**config.mk**
```make
export PLATFORM = sky130hd
export DESIGN_NAME = mem_port_arbiter
export DESIGN_NICKNAME = d
export VERILOG_FILES = /design/src/rtl/mem_pkg.sv /design/src/rtl/mem_port_arbiter.sv
export SDC_FILE = /design/constraint.sdc
export NUM_CORES = 1
export LEC_CHECK = 0
export ABC_CLOCK_PERIOD_IN_PS = 3400
export CORE_ASPECT_RATIO = 1.2
export CORE_MARGIN = 5
export CORE_UTILIZATION = 27
export DETAILED_ROUTE_END_ITERATION = 8
export PLACE_DENSITY = 0.93
export SLEW_MARGIN = 25
export SYNTH_ARGS = -nofsm -noshare
export SYNTH_HDL_FRONTEND = slang
export SYNTH_SLANG_ARGS = --single-unit
```
**constraint.sdc**
```tcl
create_clock -name clk -period 3.4 [get_ports clk]
set_clock_uncertainty 0.15 [all_clocks]
set_input_delay 0.68 -clock clk [delete_from_list [all_inputs] [get_ports clk]]
set_output_delay 0.68 -clock clk [all_outputs]
set_load 0.02 [all_outputs]
```
**src/rtl/mem_pkg.sv**
```systemverilog
// Shared types for the data-memory port arbiter: owner tags, FSM states and
// the request bundle presented to the memory.
package mem_pkg;

  localparam int ADDR_W_DEF = 12;
  localparam int DATA_W_DEF = 16;

  typedef enum logic [1:0] {
    OWN_NONE,
    OWN_CPU,
    OWN_DBG
  } owner_e;

  typedef enum logic {
    ARB,
    LOCKED
  } arb_state_e;

  typedef struct packed {
    logic                  we;
    logic [ADDR_W_DEF-1:0] addr;
    logic [DATA_W_DEF-1:0] wdata;
  } mem_req_t;

endpackage

```
**src/rtl/mem_port_arbiter.sv**
```systemverilog
// Arbitrates the single-port data memory between the CPU data port and the
// debug/loader port: CPU priority, bounded starvation of debug, debug lock.
module mem_port_arbiter
  import mem_pkg::*;
#(
  parameter int ADDR_W        = ADDR_W_DEF,
  parameter int DATA_W        = DATA_W_DEF,
  parameter int CPU_BURST_MAX = 8
) (
  input  logic              clk,
  input  logic              rst_n,
  input  logic              cpu_req,
  input  logic              cpu_we,
  input  logic [ADDR_W-1:0] cpu_addr,
  input  logic [DATA_W-1:0] cpu_wdata,
  output logic              cpu_gnt,
  output logic              cpu_rvalid,
  output logic [DATA_W-1:0] cpu_rdata,
  input  logic              dbg_req,
  input  logic              dbg_we,
  input  logic [ADDR_W-1:0] dbg_addr,
  input  logic [DATA_W-1:0] dbg_wdata,
  output logic              dbg_gnt,
  output logic              dbg_rvalid,
  output logic [DATA_W-1:0] dbg_rdata,
  input  logic              dbg_lock,
  output logic              dbg_locked,
  output logic              mem_en,
  output logic              mem_we,
  output logic [ADDR_W-1:0] mem_addr,
  output logic [DATA_W-1:0] mem_wdata,
  input  logic [DATA_W-1:0] mem_rdata
);

  localparam int              CNT_W   = $clog2(CPU_BURST_MAX + 1);
  localparam logic [CNT_W-1:0] CNT_MAX = CNT_W'(CPU_BURST_MAX);

  typedef struct packed {
    logic              we;
    logic [ADDR_W-1:0] addr;
    logic [DATA_W-1:0] wdata;
  } port_req_t;

  arb_state_e       state_q, state_d;
  logic [CNT_W-1:0] run_cnt_q, run_cnt_d;
  owner_e           tag_q, tag_d;
  logic             lock_active;
  port_req_t        sel_req;

  // Grants are gated by rst_n so nothing reaches the memory while in reset.
  always_comb begin
    // NOTE: every combinational output gets a default first so no latch is inferred.
    cpu_gnt     = 1'b0;
    dbg_gnt     = 1'b0;
    lock_active = dbg_lock || (state_q == LOCKED);
    if (rst_n) begin
      if (lock_active) begin
        dbg_gnt = dbg_req;
      end else if (cpu_req && dbg_req) begin
        if (run_cnt_q == CNT_MAX) dbg_gnt = 1'b1;
        else                      cpu_gnt = 1'b1;
      end else begin
        cpu_gnt = cpu_req;
        dbg_gnt = dbg_req;
      end
    end
  end

  always_comb begin
    sel_req = '0;
    if (cpu_gnt)      sel_req = '{we: cpu_we, addr: cpu_addr, wdata: cpu_wdata};
    else if (dbg_gnt) sel_req = '{we: dbg_we, addr: dbg_addr, wdata: dbg_wdata};
  end

  assign mem_en    = cpu_gnt | dbg_gnt;
  assign mem_we    = sel_req.we;
  assign mem_addr  = sel_req.addr;
  assign mem_wdata = sel_req.wdata;

  always_comb begin
    state_d   = dbg_lock ? LOCKED : ARB;
    run_cnt_d = run_cnt_q;
    if (dbg_gnt || !dbg_req)           run_cnt_d = '0;
    else if (cpu_gnt && run_cnt_q != CNT_MAX) run_cnt_d = run_cnt_q + 1'b1;

    tag_d = OWN_NONE;
    if (cpu_gnt && !cpu_we)      tag_d = OWN_CPU;
    else if (dbg_gnt && !dbg_we) tag_d = OWN_DBG;
  end

  always_ff @(posedge clk or negedge rst_n) begin
    if (!rst_n) begin
      state_q   <= ARB;
      run_cnt_q <= '0;
      tag_q     <= OWN_NONE;
    end else begin
      // NOTE: sequential state uses non-blocking assignments so all flops update together.
      state_q   <= state_d;
      run_cnt_q <= run_cnt_d;
      tag_q     <= tag_d;
    end
  end

  assign dbg_locked = (state_q == LOCKED);
  assign cpu_rvalid = (tag_q == OWN_CPU);
  assign dbg_rvalid = (tag_q == OWN_DBG);
  assign cpu_rdata  = cpu_rvalid ? mem_rdata : '0;
  assign dbg_rdata  = dbg_rvalid ? mem_rdata : '0;

endmodule

```
======== After elaboration in Yosys (flattened, before gate mapping) ========
Cells that the tools add are included.
cells by class
  add/sub/neg operators ................... 1
  equality and inequality tests ........... 4
  multiplexer cells ....................... 17
  bitwise logic cells ..................... 1
  reductions and logical operators ........ 10
operator list
  cell                 count
  $mux 29              2
  $mux 16              2
  $mux 1               9
  $mux 4               2
  $add 4x1->4 const B  1
  $eq 4x4->1 const B   1
  $logic_and 1x1->1    4
  $mux 2               2
  $ne 4x4->1 const B   1
  $logic_not 1->1      3
  $eq 2x1->1 const B   1
  $eq 2x2->1 const B   1
  $logic_or 1x1->1     2
  $reduce_bool 2->1    1
  $or 1x1->1           1
word-level totals
  bits in registers ....................... 7
  input port bits ......................... 79
  output and inout bits ................... 67
  logic and storage cells ................. 36

======== Logic depth before layout (Yosys ltp) ========
  depth after elaboration ................. 8
  gate-level depth with buffers ........... 6

======== Worst setup path before layout ========
No wires, ideal clock.
  path kind ............................... input-to-output
  from .................................... input dbg_lock
  to ...................................... output mem_addr[0]
  arrival time ............................ 1.810 ns
  data required time ...................... 2.570 ns
  slack ................................... 0.760 ns
  stages on the path ...................... 4
  cells stage by stage .................... or3b_4 > a21o_2 > clkbuf_1 > o22ai_1
on the way
  cells in the longest elaborated chain, start to end .. 5
  elaborated cells on any way between the ends .. 7
  classes of those cells .................. mux (6); reduce/logical (1)
RTL lines
  what                RTL line                RTL
  start, declared     mem_port_arbiter.sv:26  input logic dbg_lock,
  $logic_or 1x1->1 *  mem_port_arbiter.sv:55  lock_active = dbg_lock || (state_q == LOCKED);
  $mux 1              mem_port_arbiter.sv:57  if (lock_active) begin
  $mux 1              mem_port_arbiter.sv:56  if (rst_n) begin
  $mux 29             mem_port_arbiter.sv:72  else if (dbg_gnt) sel_req = '{we: dbg_we, addr: dbg_addr, wdata: dbg_wdata};
  $mux 29 *           mem_port_arbiter.sv:71  if (cpu_gnt) sel_req = '{we: cpu_we, addr: cpu_addr, wdata: cpu_wdata};
  end, declared       mem_port_arbiter.sv:30  output logic [ADDR_W-1:0] mem_addr,
Every way passes the cells marked *; elsewhere a longest branch is shown, timed or not.

======== Final worst setup path ========
  from .................................... input cpu_req
  to ...................................... output mem_wdata[14]
on the way
  cells in the longest elaborated chain, start to end .. 6
  elaborated cells on any way between the ends .. 9
  classes of those cells .................. mux (8); reduce/logical (1)
RTL lines
  what               RTL line                RTL
  start, declared    mem_port_arbiter.sv:12  input logic cpu_req,
  $logic_and 1x1->1  mem_port_arbiter.sv:59  end else if (cpu_req && dbg_req) begin
  $mux 1             mem_port_arbiter.sv:59
  $mux 1             mem_port_arbiter.sv:57
  $mux 1             mem_port_arbiter.sv:56
  $mux 29            mem_port_arbiter.sv:72
  $mux 29 *          mem_port_arbiter.sv:71
  end, declared      mem_port_arbiter.sv:31  output logic [DATA_W-1:0] mem_wdata,
Marks and branches as above.

==> impl_metrics.tcl <==
set metrics [dict create \
    worst_pin_slew_ns 0.2995 \
    yosysTopAreaCellShare_pct 21.18 \
    synth-edff-count 0 \
    gp_congestion 0.7653 \
    power.density_nw_per_um2 170.3 \
    multi_input_area_sq_um 827.0 \
    hpwl_mm 4.308 \
    p_total_mw 0.4538 \
    core_sq_um 3910 \
    yosysSeqAreaShare_pct 16.20 \
    ctsHoldBuffers 0 \
    die_y_microns 79.32 \
    syn_area_sq_um 1081 \
    p_int_mw 0.3082 \
    dr.pass1.iters 4 \
    synthCells 178 \
    area_growth_pct 146.5 \
    crit_arrival_ns 2.48 \
    final_layout_size_suffix_gt1_share_pct 5.280 \
    reg2reg_from "dbg_locked$_DFF_PN0_" \
    slew_violations 0 \
    hp-start "run_cnt_q[0]$_DFFE_PN0P_" \
    required_ns 2.57 \
    cts_tree "yes" \
    hold-worst-slack_ns 0.4383 \
    syn_nets 259 \
    ios 146 \
    leakagePower_nw 1.159 \
    setup_violations 0 \
    die_x_microns 67.76 \
    grt_pass1_wl_mm 7.831 \
    grt_max_degree 44 \
    die_area_sq_um 5374 \
    num_rows 25 \
    clockBufferDepth 2 \
    dp_cells 372 \
    initial_core_util_pct 27.65 \
    io_buffers 145 \
    hold_path_class "reg2reg" \
    grt_antenna_before_repair 0 \
    fin_cells 376 \
    clkPwrFrac_pct 26.2 \
    period_needed_ns 3.313 \
    clk_pin_slew_ns 0.04 \
    grt_pass1_vias 1758 \
    wl_per_cell_microns 13.82 \
    synth_cell_types 26 \
    crit_path_end_kind "output pin" \
    period_share_pct 97.45 \
    crit_chain "clkdlybuf4s50_1 > or3b_4 > buf_4 > nor2_2 > buf_12 > o22ai_1 > dlygate4sd2_1" \
    fillers 331 \
    routed_wirelength_mm 5.195 \
    drt-initial-drc-count 27 \
    syn_avg_cell_area_sq_um 6.073 \
    ant_nets 0 \
    synth_seq_cells 7 \
    status "finished clean" \
    globalRouteTotalUtil_pct 18.53 \
    vias 1799 \
    ys_top_cells_by_area "nand2_1 21%, and2_1 19%, o22ai_1 17%, dfrtp_1 16%, clkbuf_1 3.1%" \
    peakVddDrop_v 0.0001468 \
    vias_per_cell 4.785 \
    finish.net_count 404 \
    synthArstFlopShare_pct 100.0 \
    cp_max_fo 31 \
    hold_violations 0 \
    drc 0 \
    switching_power_mw 0.1456 \
    comb_power_share_pct 54.8 \
    clkSinkCount 7 \
    synth_ff_type "dfrtp_1" \
    fmax_mhz 301.8 \
    final-seq-area_sq_um 175.2 \
    diodes 0 \
    final_core_util_pct 68.16 \
    cts_buffers 3 \
    yosys_warnings 0 \
    cap_violations 0 \
    path_class "in2out" \
    synth_top_cell_by_area "nand2_1" \
    relSlewSlack_pct 79.99 \
    post_cts_buffers 0 \
    root_buffer "clkbuf_8" \
    crit_start "cpu_req" \
    power_frac_seq_pct 19.0 \
    grt_overflow 0 \
    p_sw_share_pct 32.09 \
    yosysMostFrequentCell "nand2_1" \
    cp_slowest_stage_delay_ns 0.47 \
    cp_slowest_cell "clkdlybuf4s50_1" \
    htree_levels 1 \
    cp-start-kind "input pin" \
    insertion_delay_ns 0.23 \
    ys_top_cells_by_count "61 x nand2_1, 33 x and2_1, 29 x o22ai_1, 9 x clkbuf_1, 7 x dfrtp_1" \
    rsz0062_at_grt "no" \
]
==> worst max-delay path: cells and delay by family <==
kind	cells	cell delay, ns
compound gates	1	0.12
simple gates	2	0.52
buf+inv	4	1.14
==> cell usage in the layout (no fill, tap or decap) <==
cell	synthesis	final
nand2b_1	1	1
dfrtp_1	7	7
and2_1	33	33
clkdlybuf4s50_1	0	114
o21a_1	1	1
or4_1	1	1
nor2_1	5	4
or3b_4	1	1
clkinv_2	0	1
buf_4	0	6
a21boi_0	2	2
nor3b_1	1	1
and3b_1	1	1
nor3_1	2	2
nor2_2	0	1
o22ai_1	29	29
buf_12	0	4
nand2_1	61	61
nand4_1	2	2
ha_1	2	2
nand3b_1	2	2
dlygate4sd2_1	0	31
a21boi_1	1	1
a21o_2	1	1
a211oi_1	1	1
inv_1	3	3
nand3_1	1	1
nor2b_1	4	4
a41oi_1	1	1
clkbuf_8	0	3
==> kinds of logic (layout without fill, tap and decap cells) <==
| kind of cell | Yosys count | count (layout) | synth area share, % |
|---|---|---|---|
| adders and majority gates | 2 | 2 | 2.314 |
| buffers and inverters | 18 | 162 | 7.522 |
| and+or+nand+nor | 115 | 115 | 52.08 |
| AOI/OAI and AO/OA | 36 | 36 | 21.88 |
| DFF | 7 | 7 | 16.20 |
==> sequential cells by signal, summed over array words and instances (netlist names) <==
register / cells
run_cnt_q: 4
tag_q: 2
dbg_locked: 1
==> final timing paths <==
kind                                       endpoint  slack (ns)  cells after the start
hold reg to reg            run_cnt_q[0]$_DFFE_PN0P_        0.44                      2
min in group asynchronous  run_cnt_q[2]$_DFFE_PN0P_        0.70                      2
setup / recovery                      mem_wdata[14]        0.09                      7
setup reg to reg           run_cnt_q[3]$_DFFE_PN0P_        1.62                      4
hold / removal             run_cnt_q[0]$_DFFE_PN0P_        0.44                      2
max in group asynchronous  run_cnt_q[0]$_DFFE_PN0P_        2.22                      2
==> repair_timing <==
item                       CTS  global route
gates resized for setup     31             0
hold endpoints to repair     0             0
setup endpoints to repair   31             0
==> through the flow <==
stage / cell area (sq um) / setup TNS [ns] / setup slack [ns]
final: 2665 / 0 / 0.08662
after global routing: 2665 / 0 / 0.01811
after CTS: 2665 / 0 / 0.08822
after detailed placement: 2658 / -3.578 / -0.1514
after global placement: 2658 / -2.713 / -0.1377
after floorplan: 1081 / 0 / 0.7604
==> power by group through the flow <==
stage          combinational (mW)  sequential, mW  clock, mW
5_1_grt                     0.267          0.0864      0.126
6_report                    0.249          0.0863      0.119
4_1_cts                     0.251          0.0863      0.121
2_1_floorplan              0.0934          0.0881          0
3_3_place_gp                0.261          0.0874          0
3_5_place_dp                0.264          0.0875          0
==> cell type report <==
cell class,count,share of cell area (%)
clock buffers,3,1.549
clock inverters,1,0.1878
repair buffers,155,57.70
well taps,54,2.535
flip-flops and latches,7,6.573
multi-input cells,153,31.03
inverters,3,0.4225
==> routing by layer <==
layer | wire [microns] | global-route usage [%] | vias up
li1 | - | - | 892
met3 | 788 | 8.628 | 6
met1 | 1827 | 18.11 | 788
met2 | 2509 | 34.18 | 113
met4 | 68 | 4.462 | 0
met5 | 0 | 0 | -
Note: power is estimated with default switching activity, not from simulation.
==> variant 1: new RTL, same settings <==
The 3 values of `owner_e` get a one-hot encoding in 3 bits.
--- a/src/rtl/mem_pkg.sv
+++ b/src/rtl/mem_pkg.sv
@@ -6,8 +6,8 @@
   localparam int DATA_W_DEF = 16;
 
-  typedef enum logic [1:0] {
-    OWN_NONE,
-    OWN_CPU,
-    OWN_DBG
+  typedef enum logic [2:0] {
+    OWN_NONE = 3'b001,
+    OWN_CPU  = 3'b010,
+    OWN_DBG  = 3'b100
   } owner_e;
 
Function: same outputs for any inputs over 10 cycles, from zero or initial values and one cycle with rst_n low; not proved beyond that.
==> variant 1 against the original RTL <==
  * Final area grew 6.2%
  * Setup slack gained 0.0075 ns
  * Worst hold slack lost 0.024 ns
  * Total power grew 3.0%
  * Sequential cell count grew 1
  * Synthesized area grew 11%
  * Routed wire length grew 6.6%
==> variant 1: results (changes against the original RTL) <==
===============================================================================
Fraction of layout cells with a size suffix above 1                       6.81%   +1.5 points
Post-CTS setup buffers                                                        0   unchanged
Vias                                                                       1798   -0.056%
Timing startpoint of the critical path                                    rst_n
Net Count, Synth                                                            261   +0.77%
Largest vdd supply drop                                                0.107 mV   -27%
Largest fanout of any net on the critical path                               29   -6.5%
Commonest cells post-synth                                         63 x sky130_fd_sc_hd__nand2_1, 33 x sky130_fd_sc_hd__and2_1, 26 x sky130_fd_sc_hd__o22ai_1
Net count of the finished layout                                            405   +0.25%
Largest delay contributor family on the critical path              buffers and inverters
Area Overhead vs Synth                                                     136%
Min Tclk post-route                                                     3.31 ns   -0.00754 ns
Dominant cells by area after synthesis                             sky130_fd_sc_hd__nand2_1 20%, sky130_fd_sc_hd__and2_1 17%, sky130_fd_sc_hd__dfrtp_1 15%
Pin count of the biggest net entering global routing                         30   -32%
FFs w/ async S/R, synth                                                    100%   unchanged
Clk Tree Root Cell                                                 sky130_fd_sc_hd__clkbuf_8
Overall routing resource usage                                            17.5%   -1.1 points
Worst slack at placement                                            -0.00112 ns   +0.150 ns
Drt total wl                                                            5540 um   +6.6%
Status                                                             complete, no violations
Ys flop type                                                       sky130_fd_sc_hd__dfrtp_1
Final Wtd Congestion                                                      0.753   -1.6%
Seq/Total Area, Yosys                                                     16.8%   +0.62 points
Max Slew Vio Count                                                            0   unchanged
Wire length of the first global-routing pass                            8460 um   +8.0%
Leakage power                                                           1.40 nW   +21%
RR Startpoint                                                      run_cnt_q[0]
Worst-case register-to-register setup slack                             1.82 ns   +0.20 ns
Critical path endpoint                                             mem_wdata[10]
Placed inst area                                                       2730 um2   +2.9%
Reg2reg end                                                            tag_q[0]
Slowest Stage Delay on Critical Path                                    0.63 ns   +0.16 ns
HPWL after detailed placement                                           4460 um   +3.5%
Detailed Route Iter0 Violations                                              77   +190%
Fillers                                                                     383   +16%
Share of Yosys cell area claimed by the top area cell type                19.7%   -1.4 points
Number of cells traversed by the worst register-to-register path              5   +1
Count of distinct cell types in the synthesized netlist                      29   +12%
Synthesis warning total                                                       0   unchanged
Worst-case headroom to the max-slew limit                                 49.1%   -31 points
===============================================================================
[variant 1: cell types whose count changed after synthesis, moves of 3 or more]
cell,unedited run,this run
sky130_fd_sc_hd__buf_4,0,3
sky130_fd_sc_hd__buf_2,5,2
sky130_fd_sc_hd__o22ai_1,29,26
sky130_fd_sc_hd__buf_6,1,6
sky130_fd_sc_hd__a21oi_1,0,3
sky130_fd_sc_hd__clkbuf_1,9,4
sky130_fd_sc_hd__nor2b_1,4,1
[variant 1: worst reg2reg max path, delay by kind of cell, from the launching register on]
| family | cells | cell delay, ns |
|---|---|---|
| adder cells (fa/ha/maj) | 1 | 0.20 |
| buffers and inverters | 1 | 0.10 |
| AO/OA/AOI/OAI | 2 | 0.51 |
| AND/OR/NAND/NOR | 1 | 0.13 |
| flip-flops | 1 | 0.40 |
[variant 1: logic make-up (layout without fill, tap and decap cells)]
group | count (synthesis) | after routing | synth area share, %
simple gates | 113 | 113 | 48.9
flops | 8 | 8 | 16.8
buf+inv | 20 | 163 | 11.2
compound gates | 37 | 37 | 21.0
fa+ha+maj | 2 | 2 | 2.09
[variant 1: timing repair]
action                                  in CTS  in global routing
endpoints found under the hold margin        0                  0
endpoints found under the setup margin       1                 21
resized for setup                            1                 21
[variant 1: stage by stage]
stage,std cells,TNS (ns)
floorplan,180,0
global placement,375,0
detailed placement,375,-0.00112
CTS,379,0
global route,379,0
finish,379,0
[variant 1: layer usage]
| metal | share of wire (%) | global-route usage [%] |
|---|---|---|
| met4 | 4.2 | 9.06 |
| met2 | 51 | 30.7 |
| met3 | 7.7 | 4.47 |
| met5 | 0 | 0 |
| met1 | 37 | 18.8 |
[variant 1: layout make-up]
class,instances,share of cell area (%)
repair buffers,154,57.7
multi-input cells,152,30.5
flip-flops and latches,8,7.12
well taps,56,2.48
clock buffers,4,1.59
inverters,5,0.663
[variant 1: power by group]
group          internal [mW]  switching [mW]  total, mW
clock                 0.0818          0.0444      0.126
combinational          0.144          0.0966      0.241
sequential            0.0982         0.00175      0.100
[variant 1: worst min-delay path by stage]
stage / slack [ns] / startpoint / cells after the start / endpoint
floorplan: 0.23 / rst_n / 0 / dbg_locked
global placement: 0.41 / run_cnt_q[2] / 2 / run_cnt_q[2]
detailed placement: 0.41 / run_cnt_q[1] / 2 / run_cnt_q[1]
CTS: 0.42 / run_cnt_q[1] / 2 / run_cnt_q[1]
global route: 0.44 / run_cnt_q[1] / 2 / run_cnt_q[1]
finish: 0.41 / run_cnt_q[1] / 2 / run_cnt_q[1]
==> variant 2: new RTL, same settings <==
Made on the original files. Set the package constant `ADDR_W_DEF` to 11 (it was 12).
--- a/src/rtl/mem_pkg.sv
+++ b/src/rtl/mem_pkg.sv
@@ -3,5 +3,5 @@
 package mem_pkg;
 
-  localparam int ADDR_W_DEF = 12;
+  localparam int ADDR_W_DEF = 11;
   localparam int DATA_W_DEF = 16;
 
Ports: changed (resized cpu_addr, dbg_addr and mem_addr); port bits go from 146 to 143. No check against the original RTL was run, so the function may have changed too.
==> variant 2 against the original RTL <==
  * Sequential cell count stayed put
  * Setup slack better by 0.045 ns
  * Total power is 1.5% lower
  * Worst hold slack improved by 0.00094 ns
  * Synthesized area is 1.2% lower
  * Routed wire length grew 1.0%
  * Final area down 1.4%
  * Global-route usage grew 1.1 points
==> variant 2: results (changes against the original RTL) <==
================================================================================
Vias in the first global route                                              1794   +2.0%
Largest vdd supply drop                                                0.0878 mV   -40%
Multi-input comb cells                                                       150   -2.0%
Net Count, Synth                                                             254   -1.9%
Synthesized-area fraction occupied by adder cells                          2.34%   +0.027 points
Wire length of the first global-routing pass                             8090 um   +3.3%
Worst-case headroom to the max-slew limit                                  47.9%   -32 points
Share of final layout cell area taken by non-clock buffers                 57.6%   -0.080 points
Number of antenna violations at the first check in global routing              0   unchanged
Register share of the cell area                                            6.67%   +0.094 points
Share of Yosys cell area claimed by the top area cell type                 20.7%   -0.45 points
Via density                                                                 4.75   -0.65%
Final Wtd Congestion                                                       0.748   -2.3%
Net count of the finished layout                                             399   -1.2%
HPWL after detailed placement                                            4440 um   +3.0%
Overall routing resource usage                                             19.6%   +1.1 points
Worst endpoint data arrival time                                         2.44 ns   -0.04 ns
Placed inst area                                                        2610 um2   -1.7%
Largest fanout of any net on the critical path                                12   -61%
Fraction of layout cells with a size suffix above 1                        6.27%   +0.99 points
Endpoint of the worst hold-timing path                              run_cnt_q[0]
Switching power                                                         0.142 mW   -2.7%
Pin count of the biggest net entering global routing                          34   -23%
Post-Synthesis Mean Instance Area                                       6.11 um2   +0.54%
Seq/Total Area, Yosys                                                      16.4%   +0.19 points
Fillers                                                                      351   +6.0%
Detailed Route Iter0 Violations                                               20   -26%
Port Buf Inserts                                                             142   -2.1%
Area occupied by multi-input gates                                       813 um2   -1.7%
Leakage power                                                            1.16 nW   -0.17%
Status                                                              complete, no violations
================================================================================
==> variant 2: cell types whose count changed in the layout (fill, tap and decap cells not counted) <==
cell | before | now
sky130_fd_sc_hd__dlymetal6s2s_1 | 0 | 1
sky130_fd_sc_hd__buf_12 | 4 | 2
sky130_fd_sc_hd__clkdlybuf4s50_1 | 114 | 112
sky130_fd_sc_hd__dlygate4sd2_1 | 31 | 29
sky130_fd_sc_hd__buf_4 | 6 | 10
sky130_fd_sc_hd__nand2_1 | 61 | 59
sky130_fd_sc_hd__buf_6 | 0 | 1
sky130_fd_sc_hd__o22ai_1 | 29 | 28
==> variant 2: power by group through the flow <==
stage	sequential, mW	combinational, mW	clock [mW]
after CTS	0.0863	0.246	0.120
after floorplan	0.0881	0.0914	0
final	0.0863	0.244	0.116
after detailed placement	0.0875	0.259	0
after global routing	0.0865	0.264	0.123
after global placement	0.0874	0.255	0
==> variant 2: worst register-to-register path, stage by stage, from the launching register on <==
cell	delay, ns
sky130_fd_sc_hd__dfrtp_1	0.39
sky130_fd_sc_hd__or3b_4	0.42
sky130_fd_sc_hd__buf_4	0.15
sky130_fd_sc_hd__or4_1	0.46
sky130_fd_sc_hd__a21boi_1	0.12
==> variant 2: routing by layer <==
layer  global-route usage [%]  share of wire (%)  wire length [um]  up-vias
met5                        0                  0                 0        -
met1                     19.4                 35              1830      777
met2                     35.5                 48              2540      111
met4                     8.92                2.2               114        0
li1                         -                  -                 -      877
met3                     7.07                 15               767        8
==> variant 2: cells by family after synthesis <==
family	Yosys count
simple gates	113
compound gates	35
buf+inv	18
flops	7
fa+ha+maj	2
==> variant 2: worst max path at each step <==
stage	from	slack (ns)	end
finish	cpu_req	0.13	mem_wdata[5]
global route	cpu_req	0.05	mem_wdata[9]
CTS	cpu_req	0.03	dbg_gnt
detailed placement	cpu_req	-0.15	mem_wdata[9]
global placement	cpu_req	-0.15	mem_addr[7]
floorplan	dbg_lock	0.77	mem_addr[10]
==> variant 2: timing repair <==
item | 4_1_cts | 5_1_grt
hold endpoints to repair | 0 | 0
resized for setup | 29 | 2
setup endpoints to repair | 29 | 2
hold buffers | 0 | 0
==> variant 2: stage by stage <==
| stage | setup slack [ns] | hold WS (ns) | cells | power (mW) | util [%] |
|---|---|---|---|---|---|
| final | 0.132 | 0.439 | 373 | 0.447 | 67.7 |
| after floorplan | 0.771 | 0.234 | 175 | 0.179 | - |
| after CTS | 0.0294 | 0.451 | 373 | 0.453 | 67.6 |
| after detailed placement | -0.151 | 0.435 | 369 | 0.346 | 67.3 |
| after global placement | -0.147 | 0.415 | 369 | 0.342 | 67.3 |
| after global routing | 0.0512 | 0.501 | 373 | 0.473 | 67.7 |
